--- src/rtl/hazard_ctrl_if.sv ---
// ---------------------------------------------------------------------------
// hazard_ctrl_if
// Bundles the ID-stage operand information, the branch/exception inputs and
// the hazard-control outputs exchanged between the decoder side and the
// hazard controller.
//
// Signals (direction seen from the hazard controller, i.e. modport slave):
//   in  id_valid      ID holds a real instruction
//   in  id_rs/id_rt   ID source register specifiers
//   in  id_rs_used    instruction reads rs
//   in  id_rt_used    instruction reads rt
//   in  id_rd         ID destination register
//   in  id_reg_write  instruction writes id_rd
//   in  id_mem2reg    instruction is a load
//   in  ex_br_enable  branch taken, resolved in EX this cycle
//   in  wb_exception  exception code at WB
//   out stall_if      hold PC and IR this cycle
//   out bubble_ex     EX receives a nop next edge
//   out flush_id      squash the ID instruction
//   out fwd_rs_sel    0 = regfile, k = result from scoreboard stage k
//   out fwd_rt_sel    same encoding, for rt
//   out halted        controller is halted
//   out stall_count   saturating count of RUN cycles with stall_if=1
// ---------------------------------------------------------------------------
interface hazard_ctrl_if #(
    parameter int REG_BITS = 5,
    parameter int EXC_W    = 8
);
    logic                id_valid;
    logic [REG_BITS-1:0] id_rs;
    logic [REG_BITS-1:0] id_rt;
    logic                id_rs_used;
    logic                id_rt_used;
    logic [REG_BITS-1:0] id_rd;
    logic                id_reg_write;
    logic                id_mem2reg;
    logic                ex_br_enable;
    logic [EXC_W-1:0]    wb_exception;
    logic                stall_if;
    logic                bubble_ex;
    logic                flush_id;
    logic [2:0]          fwd_rs_sel;
    logic [2:0]          fwd_rt_sel;
    logic                halted;
    logic [31:0]         stall_count;

    // Decoder / pipeline side
    modport master (
        output id_valid, id_rs, id_rt, id_rs_used, id_rt_used, id_rd,
               id_reg_write, id_mem2reg, ex_br_enable, wb_exception,
        input  stall_if, bubble_ex, flush_id, fwd_rs_sel, fwd_rt_sel,
               halted, stall_count
    );

    // Hazard controller side
    modport slave (
        input  id_valid, id_rs, id_rt, id_rs_used, id_rt_used, id_rd,
               id_reg_write, id_mem2reg, ex_br_enable, wb_exception,
        output stall_if, bubble_ex, flush_id, fwd_rs_sel, fwd_rt_sel,
               halted, stall_count
    );
endinterface

--- src/rtl/hazard_ctrl.sv ---
// ---------------------------------------------------------------------------
// hazard_ctrl
// Pipeline hazard controller for the in-order MIPS core. A DEPTH-entry
// scoreboard shadows the instructions in EX..WB (entry 1 = EX). From it and
// the ID operand info the block derives per-operand forwarding selects,
// load-use stalls, branch squashes and a fatal-exception halt.
//
// Ports:
//   clk  clock
//   rst  synchronous active-high reset
//   bus  hazard_ctrl_if.slave (ID operand info in, hazard controls out)
//
// Forwarding select encoding: 0 = register file, k = result of stage k.
// The select and stall outputs are combinational from the scoreboard and
// the ID inputs so the decoder can act on them in the same cycle.
// ---------------------------------------------------------------------------
module hazard_ctrl #(
    parameter int              REG_BITS   = 5,
    parameter int              DEPTH      = 3,
    parameter int              LOAD_LAT   = 2,
    parameter int              DELAY_SLOT = 0,
    parameter int              EXC_W      = 8,
    parameter logic [EXC_W-1:0] TRAP_STALL = EXC_W'(8'h80)
) (
    input  logic        clk,
    input  logic        rst,
    hazard_ctrl_if.slave bus
);

    typedef enum logic [0:0] {
        ST_RUN    = 1'b0,
        ST_HALTED = 1'b1
    } state_e;

    // Forwarding lookup for one source operand. Returns {hazard, sel}.
    // Scans from the youngest stage (1) outward and stops at the first
    // match, so a younger writer always shadows an older one. A load that
    // has not yet reached LOAD_LAT cannot forward and raises the hazard.
    function automatic logic [3:0] fwd_lookup(
        input logic                            used,
        input logic [REG_BITS-1:0]             src,
        input logic [DEPTH:1]                  vld,
        input logic [DEPTH:1]                  wr,
        input logic [DEPTH:1]                  ld,
        input logic [DEPTH:1][REG_BITS-1:0]    rd
    );
        logic       hit;
        logic       haz;
        logic [2:0] sel;
        hit = 1'b0;
        haz = 1'b0;
        sel = 3'd0;
        for (int k = 1; k <= DEPTH; k++) begin
            if (!hit && used && vld[k] && wr[k] &&
                (rd[k] == src) && (rd[k] != {REG_BITS{1'b0}})) begin
                hit = 1'b1;
                if (ld[k] && (k < LOAD_LAT)) begin
                    haz = 1'b1;
                    sel = 3'd0;
                end else begin
                    haz = 1'b0;
                    sel = 3'(k);
                end
            end else begin
                hit = hit;
            end
        end
        return {haz, sel};
    endfunction

    // ------------------------------------------------------------------
    // State
    // ------------------------------------------------------------------
    state_e                         state_q, state_d;
    logic [DEPTH:1]                 sb_valid_q, sb_valid_d;
    logic [DEPTH:1]                 sb_wr_q, sb_wr_d;
    logic [DEPTH:1]                 sb_ld_q, sb_ld_d;
    logic [DEPTH:1][REG_BITS-1:0]   sb_rd_q, sb_rd_d;
    logic [31:0]                    stall_count_q, stall_count_d;

    // ------------------------------------------------------------------
    // Combinational helpers
    // ------------------------------------------------------------------
    logic       trap_s;
    logic       fatal_s;
    logic       branch_s;
    logic [3:0] rs_look_s;
    logic [3:0] rt_look_s;
    logic       stall_if_s;
    logic       bubble_ex_s;
    logic       flush_id_s;
    logic [2:0] fwd_rs_sel_s;
    logic [2:0] fwd_rt_sel_s;
    logic       halted_s;

    // Exception decode and branch squash enable; with a delay slot the
    // branch never touches this block.
    always_comb begin
        trap_s   = (bus.wb_exception == TRAP_STALL);
        fatal_s  = (bus.wb_exception != {EXC_W{1'b0}}) && !trap_s;
        if (DELAY_SLOT == 0) begin
            branch_s = bus.ex_br_enable;
        end else begin
            branch_s = 1'b0;
        end
    end

    // Scoreboard lookups for both ID source operands.
    always_comb begin
        rs_look_s = fwd_lookup(bus.id_rs_used, bus.id_rs,
                               sb_valid_q, sb_wr_q, sb_ld_q, sb_rd_q);
        rt_look_s = fwd_lookup(bus.id_rt_used, bus.id_rt,
                               sb_valid_q, sb_wr_q, sb_ld_q, sb_rd_q);
    end

    // ------------------------------------------------------------------
    // FSM: state register
    // ------------------------------------------------------------------
    // State register; HALTED is left only through reset.
    always_ff @(posedge clk) begin
        if (rst) begin
            state_q <= ST_RUN;
        end else begin
            state_q <= state_d;
        end
    end

    // FSM next state: a non-trap exception at WB halts the controller.
    always_comb begin
        state_d = state_q;
        case (state_q)
            ST_RUN: begin
                if (fatal_s) begin
                    state_d = ST_HALTED;
                end else begin
                    state_d = ST_RUN;
                end
            end
            ST_HALTED: begin
                state_d = ST_HALTED;
            end
            default: begin
                state_d = ST_RUN;
            end
        endcase
    end

    // FSM outputs. A branch squash wins over any stall: the ID instruction
    // is dropped, so holding it would be pointless, and EX gets a bubble.
    always_comb begin
        stall_if_s   = 1'b0;
        bubble_ex_s  = 1'b0;
        flush_id_s   = 1'b0;
        fwd_rs_sel_s = 3'd0;
        fwd_rt_sel_s = 3'd0;
        halted_s     = 1'b0;
        case (state_q)
            ST_RUN: begin
                fwd_rs_sel_s = rs_look_s[2:0];
                fwd_rt_sel_s = rt_look_s[2:0];
                if (branch_s) begin
                    flush_id_s  = 1'b1;
                    stall_if_s  = 1'b0;
                    bubble_ex_s = 1'b1;
                end else begin
                    flush_id_s  = 1'b0;
                    stall_if_s  = rs_look_s[3] | rt_look_s[3] | trap_s;
                    bubble_ex_s = rs_look_s[3] | rt_look_s[3] | trap_s;
                end
            end
            ST_HALTED: begin
                halted_s    = 1'b1;
                stall_if_s  = 1'b1;
                bubble_ex_s = 1'b1;
            end
            default: begin
                halted_s = 1'b0;
            end
        endcase
    end

    // ------------------------------------------------------------------
    // Scoreboard
    // ------------------------------------------------------------------
    // Scoreboard next value: shift one stage per RUN cycle and admit the ID
    // instruction only when it actually issues. Entering or sitting in
    // HALTED kills every tracked instruction.
    always_comb begin
        sb_valid_d = sb_valid_q;
        sb_wr_d    = sb_wr_q;
        sb_ld_d    = sb_ld_q;
        sb_rd_d    = sb_rd_q;
        if ((state_q == ST_RUN) && !fatal_s) begin
            for (int k = DEPTH; k >= 2; k--) begin
                sb_valid_d[k] = sb_valid_q[k-1];
                sb_wr_d[k]    = sb_wr_q[k-1];
                sb_ld_d[k]    = sb_ld_q[k-1];
                sb_rd_d[k]    = sb_rd_q[k-1];
            end
            sb_valid_d[1] = bus.id_valid & !stall_if_s & !flush_id_s;
            sb_wr_d[1]    = bus.id_reg_write;
            sb_ld_d[1]    = bus.id_mem2reg;
            sb_rd_d[1]    = bus.id_rd;
        end else begin
            sb_valid_d = {DEPTH{1'b0}};
            sb_wr_d    = {DEPTH{1'b0}};
            sb_ld_d    = {DEPTH{1'b0}};
            sb_rd_d    = {(DEPTH*REG_BITS){1'b0}};
        end
    end

    // Scoreboard registers.
    always_ff @(posedge clk) begin
        if (rst) begin
            sb_valid_q <= {DEPTH{1'b0}};
            sb_wr_q    <= {DEPTH{1'b0}};
            sb_ld_q    <= {DEPTH{1'b0}};
            sb_rd_q    <= {(DEPTH*REG_BITS){1'b0}};
        end else begin
            sb_valid_q <= sb_valid_d;
            sb_wr_q    <= sb_wr_d;
            sb_ld_q    <= sb_ld_d;
            sb_rd_q    <= sb_rd_d;
        end
    end

    // ------------------------------------------------------------------
    // Stall counter
    // ------------------------------------------------------------------
    // Counts RUN cycles spent stalled; sticks at all-ones and freezes while
    // halted (halt stalls are not pipeline hazards).
    always_comb begin
        if ((state_q == ST_RUN) && stall_if_s &&
            (stall_count_q != 32'hFFFF_FFFF)) begin
            stall_count_d = stall_count_q + 32'd1;
        end else begin
            stall_count_d = stall_count_q;
        end
    end

    // Stall counter register.
    always_ff @(posedge clk) begin
        if (rst) begin
            stall_count_q <= 32'd0;
        end else begin
            stall_count_q <= stall_count_d;
        end
    end

    // ------------------------------------------------------------------
    // Outputs
    // ------------------------------------------------------------------
    assign bus.stall_if    = stall_if_s;
    assign bus.bubble_ex   = bubble_ex_s;
    assign bus.flush_id    = flush_id_s;
    assign bus.fwd_rs_sel  = fwd_rs_sel_s;
    assign bus.fwd_rt_sel  = fwd_rt_sel_s;
    assign bus.halted      = halted_s;
    assign bus.stall_count = stall_count_q;

endmodule

--- src/flat_wrapper.sv ---
// flat-port wrapper written by rule: the top's interface ports become plain ports
module hazard_ctrl_flat 
#(
    parameter int              REG_BITS   = 5,
    parameter int              DEPTH      = 3,
    parameter int              LOAD_LAT   = 2,
    parameter int              DELAY_SLOT = 0,
    parameter int              EXC_W      = 8,
    parameter logic [EXC_W-1:0] TRAP_STALL = EXC_W'(8'h80)
)
  (clk, rst, bus_id_valid, bus_id_rs, bus_id_rt, bus_id_rs_used, bus_id_rt_used, bus_id_rd, bus_id_reg_write, bus_id_mem2reg, bus_ex_br_enable, bus_wb_exception, bus_stall_if, bus_bubble_ex, bus_flush_id, bus_fwd_rs_sel, bus_fwd_rt_sel, bus_halted, bus_stall_count);
  hazard_ctrl_if #(.REG_BITS(REG_BITS), .EXC_W(EXC_W)) bus_i ();
  input  logic clk;
  input  logic rst;
  input wire logic [$bits(bus_i.id_valid)-1:0] bus_id_valid;
  input wire logic [$bits(bus_i.id_rs)-1:0] bus_id_rs;
  input wire logic [$bits(bus_i.id_rt)-1:0] bus_id_rt;
  input wire logic [$bits(bus_i.id_rs_used)-1:0] bus_id_rs_used;
  input wire logic [$bits(bus_i.id_rt_used)-1:0] bus_id_rt_used;
  input wire logic [$bits(bus_i.id_rd)-1:0] bus_id_rd;
  input wire logic [$bits(bus_i.id_reg_write)-1:0] bus_id_reg_write;
  input wire logic [$bits(bus_i.id_mem2reg)-1:0] bus_id_mem2reg;
  input wire logic [$bits(bus_i.ex_br_enable)-1:0] bus_ex_br_enable;
  input wire logic [$bits(bus_i.wb_exception)-1:0] bus_wb_exception;
  output wire logic [$bits(bus_i.stall_if)-1:0] bus_stall_if;
  output wire logic [$bits(bus_i.bubble_ex)-1:0] bus_bubble_ex;
  output wire logic [$bits(bus_i.flush_id)-1:0] bus_flush_id;
  output wire logic [$bits(bus_i.fwd_rs_sel)-1:0] bus_fwd_rs_sel;
  output wire logic [$bits(bus_i.fwd_rt_sel)-1:0] bus_fwd_rt_sel;
  output wire logic [$bits(bus_i.halted)-1:0] bus_halted;
  output wire logic [$bits(bus_i.stall_count)-1:0] bus_stall_count;
  assign bus_i.id_valid = bus_id_valid;
  assign bus_i.id_rs = bus_id_rs;
  assign bus_i.id_rt = bus_id_rt;
  assign bus_i.id_rs_used = bus_id_rs_used;
  assign bus_i.id_rt_used = bus_id_rt_used;
  assign bus_i.id_rd = bus_id_rd;
  assign bus_i.id_reg_write = bus_id_reg_write;
  assign bus_i.id_mem2reg = bus_id_mem2reg;
  assign bus_i.ex_br_enable = bus_ex_br_enable;
  assign bus_i.wb_exception = bus_wb_exception;
  assign bus_stall_if = bus_i.stall_if;
  assign bus_bubble_ex = bus_i.bubble_ex;
  assign bus_flush_id = bus_i.flush_id;
  assign bus_fwd_rs_sel = bus_i.fwd_rs_sel;
  assign bus_fwd_rt_sel = bus_i.fwd_rt_sel;
  assign bus_halted = bus_i.halted;
  assign bus_stall_count = bus_i.stall_count;
  hazard_ctrl #(.REG_BITS(REG_BITS), .DEPTH(DEPTH), .LOAD_LAT(LOAD_LAT), .DELAY_SLOT(DELAY_SLOT), .EXC_W(EXC_W), .TRAP_STALL(TRAP_STALL)) u_core (.clk(clk), .rst(rst), .bus(bus_i));
endmodule
--- config.mk ---
export PLATFORM = sky130hd
export DESIGN_NAME = hazard_ctrl_flat
export DESIGN_NICKNAME = d
export VERILOG_FILES = /design/src/rtl/hazard_ctrl_if.sv /design/src/rtl/hazard_ctrl.sv /design/src/flat_wrapper.sv
export SDC_FILE = /design/constraint.sdc
export NUM_CORES = 1
export LEC_CHECK = 0
export ABC_CLOCK_PERIOD_IN_PS = 1950
export BUFFER_PORTS_ARGS = -buffer_cell sky130_fd_sc_hd__buf_4
export CAP_MARGIN = 20
export CELL_PAD_IN_SITES_DETAIL_PLACEMENT = 0
export CELL_PAD_IN_SITES_GLOBAL_PLACEMENT = 2
export CORE_MARGIN = 8
export CORE_UTILIZATION = 28
export CTS_CLUSTER_SIZE = 30
export DETAILED_ROUTE_END_ITERATION = 6
export PLACE_DENSITY = 0.83
export SLEW_MARGIN = 20
export SYNTH_ARGS = -nofsm -noshare
export SYNTH_HDL_FRONTEND = slang
export SYNTH_SLANG_ARGS = --single-unit
--- constraint.sdc ---
create_clock -name clk -period 1.95 [get_ports clk]
set_input_delay 0.195 -clock clk [delete_from_list [all_inputs] [get_ports clk]]
set_output_delay 0.195 -clock clk [all_outputs]
set_load 0.02 [all_outputs]
Yosys cells after proc, flatten, opt, wreduce, memory -nomap -nowiden

Index checks and enable logic that the tools add are counted.

Flip-flop bits (word level): 55
Input port bits: 31
Logic and storage cells: 97

Add/sub/neg operators: 1
Eq/ne operators: 8
Muxes and demuxes: 29
Bitwise operators: 6
Reductions and logical operators: 45

Operators with widths:

| cell                    | number |
|---|---|
| $add A32 B1 Y32 const B | 1 |
| $logic_and A1 B1 Y1     | 32 |
| $ne A32 B32 Y1 const B  | 1 |
| $eq A5 B5 Y1            | 6 |
| $mux W3                 | 7 |
| $mux W1                 | 19 |
| $reduce_bool A5 Y1      | 3 |
| $eq A8 B8 Y1 const B    | 1 |
| $logic_not A1 Y1        | 8 |
| $reduce_bool A8 Y1      | 1 |
| $pmux W1 S2             | 3 |
| $and A1 B1 Y1           | 2 |
| $not A1 Y1              | 2 |
| $or A1 B1 Y1            | 2 |
| $reduce_or A2 Y1        | 1 |

Depth between registers and ports, before layout

Gate-level depths: netlist (run 1).

Depth after elaboration: 26
Mapped depth: 9
Depth with buffers taken out: 8

Least setup slack after synthesis (run 1)

Ideal clock, no wire load.

Kind: register to output
From: register u_core.sb_rd_q[1] (netlist bit)
To: output port bus_fwd_rt_sel[1]
Arrival: 2,271 ps
Required time: 1,755 ps
Setup slack: -516 ps
Stages on the path, launching flop included: 5
Buffers on the path: 0
Cells stage by stage: dfxtp_1 or4_1 o211ai_1 nor2_1 a2111oi_0

Word-level cells in the longest chain between the ends: 19

RTL lines:

| element                          | RTL line           | RTL |
|---|---|---|
| from (decl)                      | hazard_ctrl.sv:78  | `logic [DEPTH:1][REG_BITS-1:0] sb_rd_q, sb_rd_d;` |
| from (signal assigned)           | hazard_ctrl.sv:218 | `sb_rd_q <= {(DEPTH*REG_BITS){1'b0}};` |
| from (signal assigned)           | hazard_ctrl.sv:223 | `sb_rd_q <= sb_rd_d;` |
| $eq A5 B5 Y1                     | hazard_ctrl.sv:55  | `(rd[k] == src) && (rd[k] != {REG_BITS{1'b0}})) begin` |
| $logic_and A1 B1 Y1              | hazard_ctrl.sv:54  | `if (!hit && used && vld[k] && wr[k] &&` |
| $logic_and A1 B1 Y1 (*)          | hazard_ctrl.sv:55  |  |
| $mux W1 (*)                      | hazard_ctrl.sv:54  |  |
| $logic_not A1 Y1                 | hazard_ctrl.sv:54  |  |
| $logic_and A1 B1 Y1 (4 in a row) | hazard_ctrl.sv:54  |  |
| $logic_and A1 B1 Y1              | hazard_ctrl.sv:55  |  |
| $mux W1                          | hazard_ctrl.sv:54  |  |
| $logic_not A1 Y1                 | hazard_ctrl.sv:54  |  |
| $logic_and A1 B1 Y1 (4 in a row) | hazard_ctrl.sv:54  |  |
| $logic_and A1 B1 Y1              | hazard_ctrl.sv:55  |  |
| $mux W3 (*)                      | hazard_ctrl.sv:54  |  |
| $mux W3 (*)                      | hazard_ctrl.sv:157 | `case (state_q)` |
| to (decl)                        | flat_wrapper.sv:29 | `output wire logic [$bits(bus_i.fwd_rt_sel)-1:0] bus_fwd_rt_sel;` |

Mark *: on every way between the ends. The rest lies on a longest branch, timed or not.

Final worst setup path (run 1)

From: register u_core.sb_rd_q[1] (netlist bit)
To: output port bus_bubble_ex

Word-level cells in the longest chain between the ends: 22

RTL lines:

| element                          | RTL line           | RTL |
|---|---|---|
| $eq A5 B5 Y1                     | hazard_ctrl.sv:55  |  |
| $logic_and A1 B1 Y1              | hazard_ctrl.sv:54  |  |
| $logic_and A1 B1 Y1              | hazard_ctrl.sv:55  |  |
| $mux W1                          | hazard_ctrl.sv:54  |  |
| $logic_not A1 Y1                 | hazard_ctrl.sv:54  |  |
| $logic_and A1 B1 Y1 (4 in a row) | hazard_ctrl.sv:54  |  |
| $logic_and A1 B1 Y1              | hazard_ctrl.sv:55  |  |
| $mux W1                          | hazard_ctrl.sv:54  |  |
| $logic_not A1 Y1                 | hazard_ctrl.sv:54  |  |
| $logic_and A1 B1 Y1 (4 in a row) | hazard_ctrl.sv:54  |  |
| $logic_and A1 B1 Y1              | hazard_ctrl.sv:55  |  |
| $mux W1                          | hazard_ctrl.sv:54  |  |
| $or A1 B1 Y1 (*) (2 in a row)    | hazard_ctrl.sv:168 | `bubble_ex_s = rs_look_s[3] \| rt_look_s[3] \| trap_s;` |
| $mux W1 (*)                      | hazard_ctrl.sv:161 | `if (branch_s) begin` |
| $pmux W1 S2 (*)                  | hazard_ctrl.sv:157 |  |
| to (decl)                        | flat_wrapper.sv:26 | `output wire logic [$bits(bus_i.bubble_ex)-1:0] bus_bubble_ex;` |

Marked as above.

==> qor.txt, run 1 <==
TIMING
-----------------------------------------------------------------------------------------------------------------
Final Max Tran Viols                                                                                            0
Fin Setup TNS                                                                                           -14.30 ns
Final Worst Setup Slack                                                                                 -0.624 ns
Setup repair after global routing missed its margin                                                           yes
Setup clock skew after layout                                                                          0.00486 ns
FMAX                                                                                                      389 MHz
Tcrit/Tclk final                                                                                             132%
Final hold violation count                                                                                      0
Setup violators final                                                                                          39
Min cycle time layout                                                                                     2.57 ns

FLOW RUN
-----------------------------------------------------------------------------------------------------------------
Number of max-cap violations                                                                                    0

PLACEMENT
-----------------------------------------------------------------------------------------------------------------
Cell area after placement                                                                              4160 sq um
Total half-perimeter wirelength after legalization and detailed placement                                 6790 um
Count of port buffers added during placement                                                                   70
Final RePlAce weighted congestion                                                                           0.799

GLOBAL ROUTING
-----------------------------------------------------------------------------------------------------------------
Initial antenna violation count                                                                                 0
Vias in the first global route                                                                               3031
First-pass GRT wire length                                                                               15000 um
Aggregate global routing overflow                                                                               0
Largest net degree at the start of global routing                                                              37
Total routing resource utilization after global routing                                                     13.9%

DIE
-----------------------------------------------------------------------------------------------------------------
Placement Rows                                                                                                 36
Effective utilization at floorplan                                                                          28.8%
Die area                                                                                              13500 sq um
Horiz. Die Dim                                                                                             116 um
Die outline height                                                                                         116 um
Total core area                                                                                        9730 sq um
I/O pin total                                                                                                  73

CLOCK TREE
-----------------------------------------------------------------------------------------------------------------
Hold_buf cts                                                                                                    0
TritonCTS buffer count                                                                                          5
H-tree level count                                                                                              2
Root buffer cell                                                                                         clkbuf_8
Clock sink total                                                                                               55
Maximum root-to-sink buffer count                                                                               2
Clock tree from TritonCTS                                                                                   built
Clock latency on the worst-skew pair                                                                      0.31 ns
Clock-pin slew on the worst setup and hold paths                                                          0.11 ns

SYNTH
-----------------------------------------------------------------------------------------------------------------
Synthesized cell area                                                                                  2800 sq um
Arithmetic-cell share of the synthesized area counting full adders, half adders and majority gates         0.446%
Portion of synthesized cell area occupied by the leading cell type                                          39.3%
Combinational family with the most area after synthesis                                              simple AND/OR/NAND/NOR gates
Async set-reset flop share out of synthesis                                                                    0%
Basic-gate share of the synthesized area counting and, or, nand and nor cells                               30.0%
Post-synthesis sequential area ratio                                                                        39.3%
Share of cell area taken by muxes after synthesis                                                          0.402%
Ys flop type                                                                                              dfxtp_1
Synth warn                                                                                                      0
Flip-flop and latch count after synthesis                                                                      55
Area leader, netlist                                                                                      dfxtp_1
Leading cell types by total area after synthesis                                                     dfxtp_1 (39%), xor2_1 (7.5%), and2_1 (4.9%)
Average cell area after synthesis                                                                      8.76 sq um
Post-Syn Instances                                                                                            320
Area fraction in compound gates after synthesis                                                             14.9%
EDFF count, synth                                                                                               0
Count of unique library cells instantiated by Yosys                                                            49
Synth cell count leaders                                                                             dfxtp_1 (55), a21oi_1 (24), xor2_1 (24), nor2_1 (23), and2_1 (22)
Most common cell in the netlist                                                                           dfxtp_1
Post-synthesis share of cell area spent on xor and xnor gates                                               11.6%

MIN PATH
-----------------------------------------------------------------------------------------------------------------
Critical hold path startpoint                                                                        bus_id_mem2reg
Hold Crit Class                                                                                      input pin to flop

DETAILED ROUTING
-----------------------------------------------------------------------------------------------------------------
Remaining antenna violation count                                                                               0
Detailed-route via count                                                                                     2945
Drt total wl                                                                                              9290 um
Vias per inst                                                                                                4.73
First-pass DRT Iterations                                                                                       4
Initial DRC count                                                                                             101
Remaining DRCs                                                                                                  0
Detailed-route wire length per cell                                                                       14.9 um

SETUP PATH
-----------------------------------------------------------------------------------------------------------------
Critical path launch point type                                                                              flop
Buffers & Inverters on Critical Path                                                                            2
Reg-to-Reg Start                                                                                     u_core.sb_rd_q[1]
Critical path required time                                                                               1.75 ns
Max incr delay on CP                                                                                      0.54 ns
Critical Path Most Common Cell                                                                              or4_4
Setup Crit Path Kind                                                                                 flop to primary output
Worst-path cell with the longest stage delay                                                                or4_4
CP delay by family, top                                                                              simple AND/OR/NAND/NOR gates
Crit path cell chain                                                                                 or4_4, o211ai_1, buf_4, nor2_2, o21a_1, or4_4, buf_6
Arrival time reported for the critical path endpoint                                                      2.38 ns
Top fanout value on the critical path                                                                           2
Timing startpoint of the critical path                                                               u_core.sb_rd_q[1]
Kind of end point of the critical path                                                               primary output

PWR
-----------------------------------------------------------------------------------------------------------------
Part of the total power dissipated in combinational logic                                                    8.3%
Leak Pwr                                                                                               0.00196 uW
Net switching power                                                                                        491 uW
Power per Cell Area                                                                                   433 nW/um^2
Sequential cell fraction of total power                                                                     53.8%
Sum of internal, switching and leakage power                                                              2090 uW
Cell internal pwr                                                                                         1600 uW
Power share of the clock group                                                                              37.9%
Worst ir drop on vdd                                                                                       320 uV
Switching Fraction                                                                                          23.5%

FINISH
-----------------------------------------------------------------------------------------------------------------
Area occupied by multi-input gates                                                                     1970 sq um
Layout cells sized above 1                                                                                  52.1%
Number of inserted filler cells in the final layout                                                           959
Antenna Diode Count                                                                                             0
Sequential standard cell area                                                                          1120 sq um
Number of nets in the layout                                                                                  520
Layout area overhead                                                                                        72.0%
Cell area after layout                                                                                 4820 sq um

STATUS
-----------------------------------------------------------------------------------------------------------------
Status                                                                                               finished with violations
Failing checks                                                                                       negative setup slack

==> power by group through the flow <==
stage / sequential [uW] / combinational [uW] / clock [uW]
floorplan: 1150 / 65.2 / 0
global placement: 1150 / 159 / 0
detailed placement: 1150 / 159 / 0
CTS: 1120 / 168 / 819
global route: 1120 / 185 / 864
finish: 1120 / 173 / 791
==> timing repair <==
action / in CTS / in global routing
setup endpoints to repair: 39 / 39
gates resized for setup: 38 / 36
pin swaps: 23 / 21
cloned: 3 / 0
buffers inserted: 13 / 5
hold endpoints to repair: 0 / 0
==> metrics by stage <==
step	hold slack, ns	setup WS (ns)	utilization (%)	instances
after floorplan	0.309	-0.122	-	321
after global placement	0.402	-0.305	42.7	593
after detailed placement	0.402	-0.342	42.7	593
after CTS	0.0736	-0.627	47.4	617
after global routing	0.0665	-0.719	49.5	622
final	0.0806	-0.624	49.5	622
==> logic make-up (layout without fill, tap and decap cells) <==
group           count (synthesis)  count (layout)
compound gates                 62              62
mux                             1               1
flops                          55              55
xor+xnor                       37              37
simple gates                  144             144
buf+inv                        19             187
fa+ha+maj                       1               1
other cells                     1               2
==> layout make-up <==
type                    instances  share of cell area (%)
inverters                       6                   0.467
well taps                     133                    3.45
flip-flops and latches         55                    23.2
clock buffers                   5                    1.43
repair buffers                173                    29.5
multi-input cells             247                    40.9
clock inverters                 3                   0.935
==> metal layers <==
| metal | vias to the layer above | part of all wire (%) | GRT usage (%) |
|---|---|---|---|
| met5 | - | 0 | 0 |
| met4 | 0 | 1.4 | 3.80 |
| met3 | 11 | 3.8 | 3.02 |
| met2 | 50 | 52 | 25.5 |
| met1 | 1395 | 43 | 15.9 |
| li1 | 1489 | - | - |
==> cells in the final DEF, fill, tap and decap left out, types with 10 or more instances in the layout <==
cell and count:
nand2_1 18, and2_1 22, buf_4 152, xnor2_1 12, o21ai_0 10, dfxtp_1 44, nor2_1 18, or3_1 13
xor2_1 22, nand4_1 14, a21oi_2 10, buf_6 18, a21oi_1 13
==> final timing paths <==
path	slack, ns	to	cells after the start
worst max-delay path	-0.62	bus_bubble_ex	7
worst max register to register	-0.53	u_core.bus.stall_count[14]	12
worst min register to register	0.47	u_core.sb_wr_q[3]	1
worst min-delay path	0.08	u_core.sb_ld_q[1]	2
==> state kept, by name (all words and copies together), names as in the netlist <==
name	count
u_core.sb_valid_q	3
u_core.bus.stall_count	32
u_core.sb_ld_q	1
u_core.state_q	1
u_core.sb_rd_q	15
u_core.sb_wr_q	3
Note: power is estimated with default switching activity, not from simulation.
==> inputs of run 2 (changes only) <==
--- a/config.mk
+++ b/config.mk
@@ -5,16 +5,16 @@
 export SDC_FILE = /design/constraint.sdc
 export NUM_CORES = 1
 export LEC_CHECK = 0
+export ABC_AREA = 1
 export ABC_CLOCK_PERIOD_IN_PS = 1950
 export BUFFER_PORTS_ARGS = -buffer_cell sky130_fd_sc_hd__buf_4
-export CAP_MARGIN = 20
 export CELL_PAD_IN_SITES_DETAIL_PLACEMENT = 0
 export CELL_PAD_IN_SITES_GLOBAL_PLACEMENT = 2
 export CORE_MARGIN = 8
-export CORE_UTILIZATION = 28
+export CORE_UTILIZATION = 26
 export CTS_CLUSTER_SIZE = 30
 export DETAILED_ROUTE_END_ITERATION = 6
-export PLACE_DENSITY = 0.83
+export PLACE_DENSITY_LB_ADDON = 0.1
 export SLEW_MARGIN = 20
 export SYNTH_ARGS = -nofsm -noshare
 export SYNTH_HDL_FRONTEND = slang
==> qor.txt, run 2 <==
STATUS
----------------------------------------------------------------------------------------
Status                                                                      finished clean

PLACEMENT
----------------------------------------------------------------------------------------
Minimum setup slack after placement                                            0.0338 ns
Cell total after placement                                                           750
Count of port buffers added during placement                                          70
Final RePlAce weighted congestion                                                  0.804
Total half-perimeter wirelength after legalization and detailed placement        8590 um

DETAILED ROUTING
----------------------------------------------------------------------------------------
Remaining antenna violation count                                                      0
First-pass DRT Iterations                                                              4
Vias per inst                                                                       4.41
Detailed-route via count                                                            3392
Remaining DRCs                                                                         0
Detailed-route wire length per cell                                              14.3 um
Initial DRC count                                                                    186
Drt total wl                                                                    11000 um

MIN PATH
----------------------------------------------------------------------------------------
Hold Crit Class                                                             input pin to flop
Critical hold path startpoint                                               bus_id_reg_write
Worst Hold Depth                                                                       3
Worst Hold Endpoint                                                         u_core.sb_wr_q[1]

SETUP PATH
----------------------------------------------------------------------------------------
Critical path required time                                                      1.75 ns
Destination of the worst register-to-register timing path                   u_core.bus.stall_count[18]
Flop2flop setup slack                                                            0.13 ns
Reg2reg path depth                                                                    14
Setup Crit Path Kind                                                        flop to primary output
Reg-to-Reg Start                                                            u_core.sb_rd_q[2]
Arrival time reported for the critical path endpoint                             1.75 ns
Top fanout value on the critical path                                                  5
Kind of end point of the critical path                                      primary output
Critical path launch point type                                                     flop

SYNTH
----------------------------------------------------------------------------------------
Leading cell types by total area after synthesis                            dfxtp_1 (34%), nand2_1 (13%), nor2_1 (11%)
Most common cell in the netlist                                                  nand2_1
Count of unique library cells instantiated by Yosys                                   36
EDFF count, synth                                                                      0
Synthesized cell area                                                         3230 sq um
Ys flop type                                                                     dfxtp_1
Async set-reset flop share out of synthesis                                           0%
Synth cell count leaders                                                    nand2_1 (109), nor2_1 (95), inv_1 (70), dfxtp_1 (55), nand3_1 (23)
Post-synthesis sequential area ratio                                               34.0%
Post-Syn Instances                                                                   491
Portion of synthesized cell area occupied by the leading cell type                 34.0%
Flip-flop and latch count after synthesis                                             55
Area leader, netlist                                                             dfxtp_1
Synth warn                                                                             0
Average cell area after synthesis                                             6.59 sq um

DIE
----------------------------------------------------------------------------------------
Die outline height                                                                128 um
Horiz. Die Dim                                                                    128 um
Effective utilization at floorplan                                                 26.8%
Total core area                                                              12100 sq um
I/O pin total                                                                         73
Placement Rows                                                                        40
Die area                                                                     16300 sq um

FINISH
----------------------------------------------------------------------------------------
Fin cells                                                                            769
Number of inserted filler cells in the final layout                                 1276
Final core utilization                                                             38.7%
Layout area overhead                                                               44.3%
Number of nets in the layout                                                         632
Area occupied by multi-input gates                                            2050 sq um
Most common cell after layout, fill and taps aside                                 buf_4
Sequential standard cell area                                                 1130 sq um
Layout cells sized above 1                                                         37.9%
Flip-flop count of the largest register after layout                                  32
Most frequent cells in the layout                                           buf_4 (105), nand2_1 (100), nor2_1 (88)
Antenna Diode Count                                                                    0

TIMING
----------------------------------------------------------------------------------------
Setup clock skew after layout                                                 0.00851 ns
Min cycle time layout                                                            1.94 ns
Final Max Tran Viols                                                                   0
FMAX                                                                             515 MHz
Fin Setup TNS                                                                       0 ns
Final Worst Setup Slack                                                       0.00875 ns
Setup repair after global routing missed its margin                                  yes
Setup violators final                                                                  0
Tcrit/Tclk final                                                                   99.6%
Final hold violation count                                                             0

PWR
----------------------------------------------------------------------------------------
Power share of the clock group                                                     41.6%
Power per Cell Area                                                          474 nW/um^2
Sequential cell fraction of total power                                            50.8%
Leak Pwr                                                                      0.00196 uW
Switching Fraction                                                                 24.5%
Worst ir drop on vdd                                                              332 uV
Sum of internal, switching and leakage power                                     2210 uW
Cell internal pwr                                                                1670 uW
Net switching power                                                               542 uW
Part of the total power dissipated in combinational logic                           7.7%

GLOBAL ROUTING
----------------------------------------------------------------------------------------
Initial antenna violation count                                                        0
Total routing resource utilization after global routing                            13.1%
Aggregate global routing overflow                                                      0
First-pass GRT wire length                                                      17100 um
Vias in the first global route                                                      3227
Largest net degree at the start of global routing                                     23

CLOCK TREE
----------------------------------------------------------------------------------------
Root buffer cell                                                               clkbuf_16
Clock tree from TritonCTS                                                          built
Clock-pin slew on the worst setup and hold paths                                 0.08 ns
Maximum root-to-sink buffer count                                                      2
Clock sink total                                                                      55
Hold_buf cts                                                                           0
TritonCTS buffer count                                                                 5
H-tree level count                                                                     2
Clock latency on the worst-skew pair                                             0.30 ns

FLOW RUN
----------------------------------------------------------------------------------------
Number of max-cap violations                                                           0

run 2: cell count changes after synthesis, sizes merged, moves of 9 or more:
cell,change
nand2,+99
nor2,+88
inv,+64
and2,-22
nand3,+22
xor2,-20
or3,-18
a21oi,-13
nor3,+10
or4,-9
run 2: kinds of logic after synthesis:
family                     count (synthesis)  share of synthesized area (%)
xor gates and xnor gates                  12                           3.25
adders and majority gates                  1                          0.387
AOI/OAI and AO/OA                         40                           7.70
other                                      1                          0.116
buffers and inverters                     80                           10.3
DFF                                       55                           34.0
and+or+nand+nor                          302                           44.2
run 2: per-layer routing:
| metal | vias up | GRT usage [%] | wire (um) |
|---|---|---|---|
| li1 | 1769 | - | - |
| met1 | 1541 | 19.1 | 5750 |
| met2 | 74 | 19.0 | 4620 |
| met3 | 8 | 2.75 | 541 |
| met4 | 0 | 3.43 | 127 |
| met5 | - | 0 | 0 |
run 2: worst max-delay path, cell delays in order (launching register included):
cell,delay [ns]
dfxtp_4,0.37
nor3_2,0.05
nand3_2,0.07
o2111ai_2,0.11
nor4_2,0.30
buf_4,0.17
nand3_2,0.07
a21oi_2,0.16
buf_6,0.14
run 2: worst max path at each step:
stage                                 end  cells after the start                      start  slack, ns
6_report                bus_fwd_rs_sel[0]                      8         u_core.sb_rd_q[13]      0.009
5_1_grt                 bus_fwd_rs_sel[0]                      8         u_core.sb_rd_q[14]      -0.08
2_1_floorplan  u_core.bus.stall_count[29]                     13  u_core.bus.stall_count[0]       0.04
3_3_place_gp   u_core.bus.stall_count[19]                      9  u_core.bus.stall_count[0]       0.06
3_5_place_dp   u_core.bus.stall_count[17]                     13  u_core.bus.stall_count[1]       0.03
4_1_cts                 bus_fwd_rs_sel[1]                     12          u_core.sb_rd_q[3]      -0.02
run 2: cell type report:
cell class | instances | share of cell area (%)
multi-input combinational | 357 | 43.8
clock inverter | 3 | 0.429
tap | 168 | 4.50
clock buffer | 5 | 2.68
timing repair buffer | 111 | 18.6
sequential | 55 | 24.2
inverter | 70 | 5.74
run 2: metrics by stage:
stage,hold WS (ns),instance area (sq um)
6_report,0.106,4670
5_1_grt,0.101,4670
4_1_cts,0.104,4350
3_5_place_dp,0.418,4140
3_3_place_gp,0.415,4140
2_1_floorplan,0.264,3240
run 2: power groups by stage:
| stage | clock [uW] | sequential (uW) | combinational, uW |
|---|---|---|---|
| after floorplan | 0 | 1150 | 64.4 |
| after global placement | 0 | 1150 | 155 |
| after detailed placement | 0 | 1150 | 155 |
| after CTS | 946 | 1120 | 158 |
| after global routing | 984 | 1120 | 184 |
| final | 919 | 1120 | 169 |
run 2: repair_timing:
action	in CTS	in global routing
buffers inserted	3	8
pin swaps	7	20
resized for setup	16	79
setup endpoints to repair	5	38
==> inputs of run 3 (changes only) <==
--- a/config.mk
+++ b/config.mk
@@ -6,14 +6,14 @@
 export NUM_CORES = 1
 export LEC_CHECK = 0
 export ABC_AREA = 1
-export ABC_CLOCK_PERIOD_IN_PS = 1950
-export BUFFER_PORTS_ARGS = -buffer_cell sky130_fd_sc_hd__buf_4
 export CELL_PAD_IN_SITES_DETAIL_PLACEMENT = 0
 export CELL_PAD_IN_SITES_GLOBAL_PLACEMENT = 2
 export CORE_MARGIN = 8
-export CORE_UTILIZATION = 26
+export CORE_UTILIZATION = 30
 export CTS_CLUSTER_SIZE = 30
 export DETAILED_ROUTE_END_ITERATION = 6
+export DONT_BUFFER_PORTS = 1
+export MAX_ROUTING_LAYER = met4
 export PLACE_DENSITY_LB_ADDON = 0.1
 export SLEW_MARGIN = 20
 export SYNTH_ARGS = -nofsm -noshare
==> qor.txt, run 3 (same netlist as run 2, synthesis figures left out) <==
FINISH
----------------------------------------------------------------------------------------
Final core utilization                                                             42.8%
Layout area overhead                                                               41.6%
Most common cell after layout, fill and taps aside                               nand2_1
Flip-flop count of the largest register after layout                                  32
Fin cells                                                                            713
Most frequent cells in the layout                                           nand2_1 (94), nor2_1 (84), buf_4 (63)
Antenna Diode Count                                                                    0
Number of inserted filler cells in the final layout                                 1136
Layout cells sized above 1                                                         36.8%
Number of nets in the layout                                                         604
Cell area after layout                                                        4580 sq um

SETUP PATH
----------------------------------------------------------------------------------------
Critical path required time                                                      1.75 ns
Kind of end point of the critical path                                      primary output
Flop2flop setup slack                                                            0.07 ns
Setup Crit Path Kind                                                        flop to primary output
Critical path launch point type                                                     flop
Top fanout value on the critical path                                                  3
Arrival time reported for the critical path endpoint                             1.76 ns

TIMING
----------------------------------------------------------------------------------------
Min cycle time layout                                                            1.95 ns
Final hold violation count                                                             0
Tightest hold margin                                                           0.0389 ns
Setup violators final                                                                  1
Final Worst Setup Slack                                                      -0.00180 ns
Tcrit/Tclk final                                                                    100%
Setup repair after global routing missed its margin                                  yes
FMAX                                                                             512 MHz
Final Max Tran Viols                                                                   0
Slew of the pin with the lowest slew margin                                     0.798 ns
Worst slew margin relative to its limit                                            46.6%
Setup clock skew after layout                                                  0.0132 ns

PWR
----------------------------------------------------------------------------------------
Power per Cell Area                                                          424 nW/um^2
Worst ir drop on vdd                                                              291 uV
Sum of internal, switching and leakage power                                     1940 uW
Leak Pwr                                                                      0.00184 uW

CLOCK TREE
----------------------------------------------------------------------------------------
H-tree level count                                                                     2
TritonCTS buffer count                                                                 5
Clock sink total                                                                      55
Maximum root-to-sink buffer count                                                      2
Clock-pin slew on the worst setup and hold paths                                 0.12 ns
Root buffer cell                                                                clkbuf_8
Clock latency on the worst-skew pair                                             0.32 ns
Clock tree from TritonCTS                                                          built

MIN PATH
----------------------------------------------------------------------------------------
Hold Crit Class                                                             input pin to flop

GLOBAL ROUTING
----------------------------------------------------------------------------------------
Aggregate global routing overflow                                                      0
Initial antenna violation count                                                        0
Vias in the first global route                                                      3141
Total routing resource utilization after global routing                            15.6%
First-pass GRT wire length                                                      17300 um
Largest net degree at the start of global routing                                     20

DIE
----------------------------------------------------------------------------------------
Placement Rows                                                                        38
Die outline height                                                                120 um
I/O pin total                                                                         73
Effective utilization at floorplan                                                 30.2%
Die area                                                                     14400 sq um
Total core area                                                              10700 sq um
Horiz. Die Dim                                                                    120 um

STATUS
----------------------------------------------------------------------------------------
Status                                                                      finished with violations
Failing checks                                                              negative setup slack

PLACEMENT
----------------------------------------------------------------------------------------
Final RePlAce weighted congestion                                                  0.804
Cell total after placement                                                           670
Count of port buffers added during placement                                           0
Cell area after placement                                                     3720 sq um
Total half-perimeter wirelength after legalization and detailed placement        8390 um

DETAILED ROUTING
----------------------------------------------------------------------------------------
Initial DRC count                                                                    186
First-pass DRT Iterations                                                              4
Vias per inst                                                                       4.71
Remaining DRCs                                                                         0
Detailed-route via count                                                            3359
Detailed-route wire length per cell                                              15.9 um
Remaining antenna violation count                                                      0
Drt total wl                                                                    11300 um

FLOW RUN
----------------------------------------------------------------------------------------
Number of max-cap violations                                                           0

-- run 3: cell types whose count changed in the layout (fill, tap and decap cells not counted), sizes merged --
cell and delta:
buf -38, dlygate4sd3 +8, clkbuf +2, clkinv +1
clkinvlp -1
-- run 3: path summary, 6_finish.rpt --
| kind | from | depth (start not counted) | end |
|---|---|---|---|
| max | u_core.sb_rd_q[14] | 7 | bus_fwd_rs_sel[0] |
| min reg2reg | u_core.sb_wr_q[1] | 2 | u_core.sb_wr_q[2] |
| min | bus_id_valid | 1 | u_core.sb_valid_q[1] |
| max reg2reg | u_core.bus.stall_count[0] | 13 | u_core.bus.stall_count[27] |
-- run 3: layout make-up --
type	count	area (sq um)	share of cell area [%]
Sequential cell	55	1140	24.9
Clock buffer	5	68.8	1.50
Clock inverter	3	25.0	0.546
Inverter	70	273	5.96
Tap cell	140	175	3.83
Timing Repair Buffer	83	732	16.0
Multi-Input combinational cell	357	2170	47.3
-- run 3: layer usage --
layer  wire length [um]  up-vias  GRT usage [%]  part of all wire (%)
met5                  0        -              -                     0
met4                 45        0           3.28                  0.40
met3                620        2           3.80                   5.5
met2               4910       83           21.9                    43
met1               5770     1553           21.9                    51
li1                   -     1721              -                     -
-- run 3: worst max-delay path, stage by stage (launching register included) --
cell and delay, ns:
dfxtp_4 0.40, nor3_2 0.05, nand3_2 0.08, o2111ai_2 0.12
nor4_4 0.34, nand3_1 0.13, a21oi_2 0.19, buf_6 0.14
-- run 3: metrics by stage --
stage,TNS (ns),setup WS [ns]
2_1_floorplan,0,0.0396
3_3_place_gp,0,0.0209
3_5_place_dp,-0.0203,-0.0111
4_1_cts,-0.0688,-0.0332
5_1_grt,-1.29,-0.126
6_report,-0.00180,-0.00180
-- run 3: timing repair --
item | 4_1_cts | 5_1_grt
hold endpoints to repair | 21 | 0
pin swaps | 19 | 34
setup buffers | 8 | 17
setup endpoints to repair | 14 | 37
gates resized for setup | 31 | 106
hold buffers | 8 | 0
cloned | 0 | 2
-- run 3: where the power goes --
| group | internal [uW] | switching, uW | leakage [uW] |
|---|---|---|---|
| Combinational | 45.3 | 74.4 | 0.00134 |
| Sequential | 1120 | 1.22 | 0.000455 |
| Clock | 259 | 443 | 0.0000443 |
| Total | 1420 | 519 | 0.00184 |
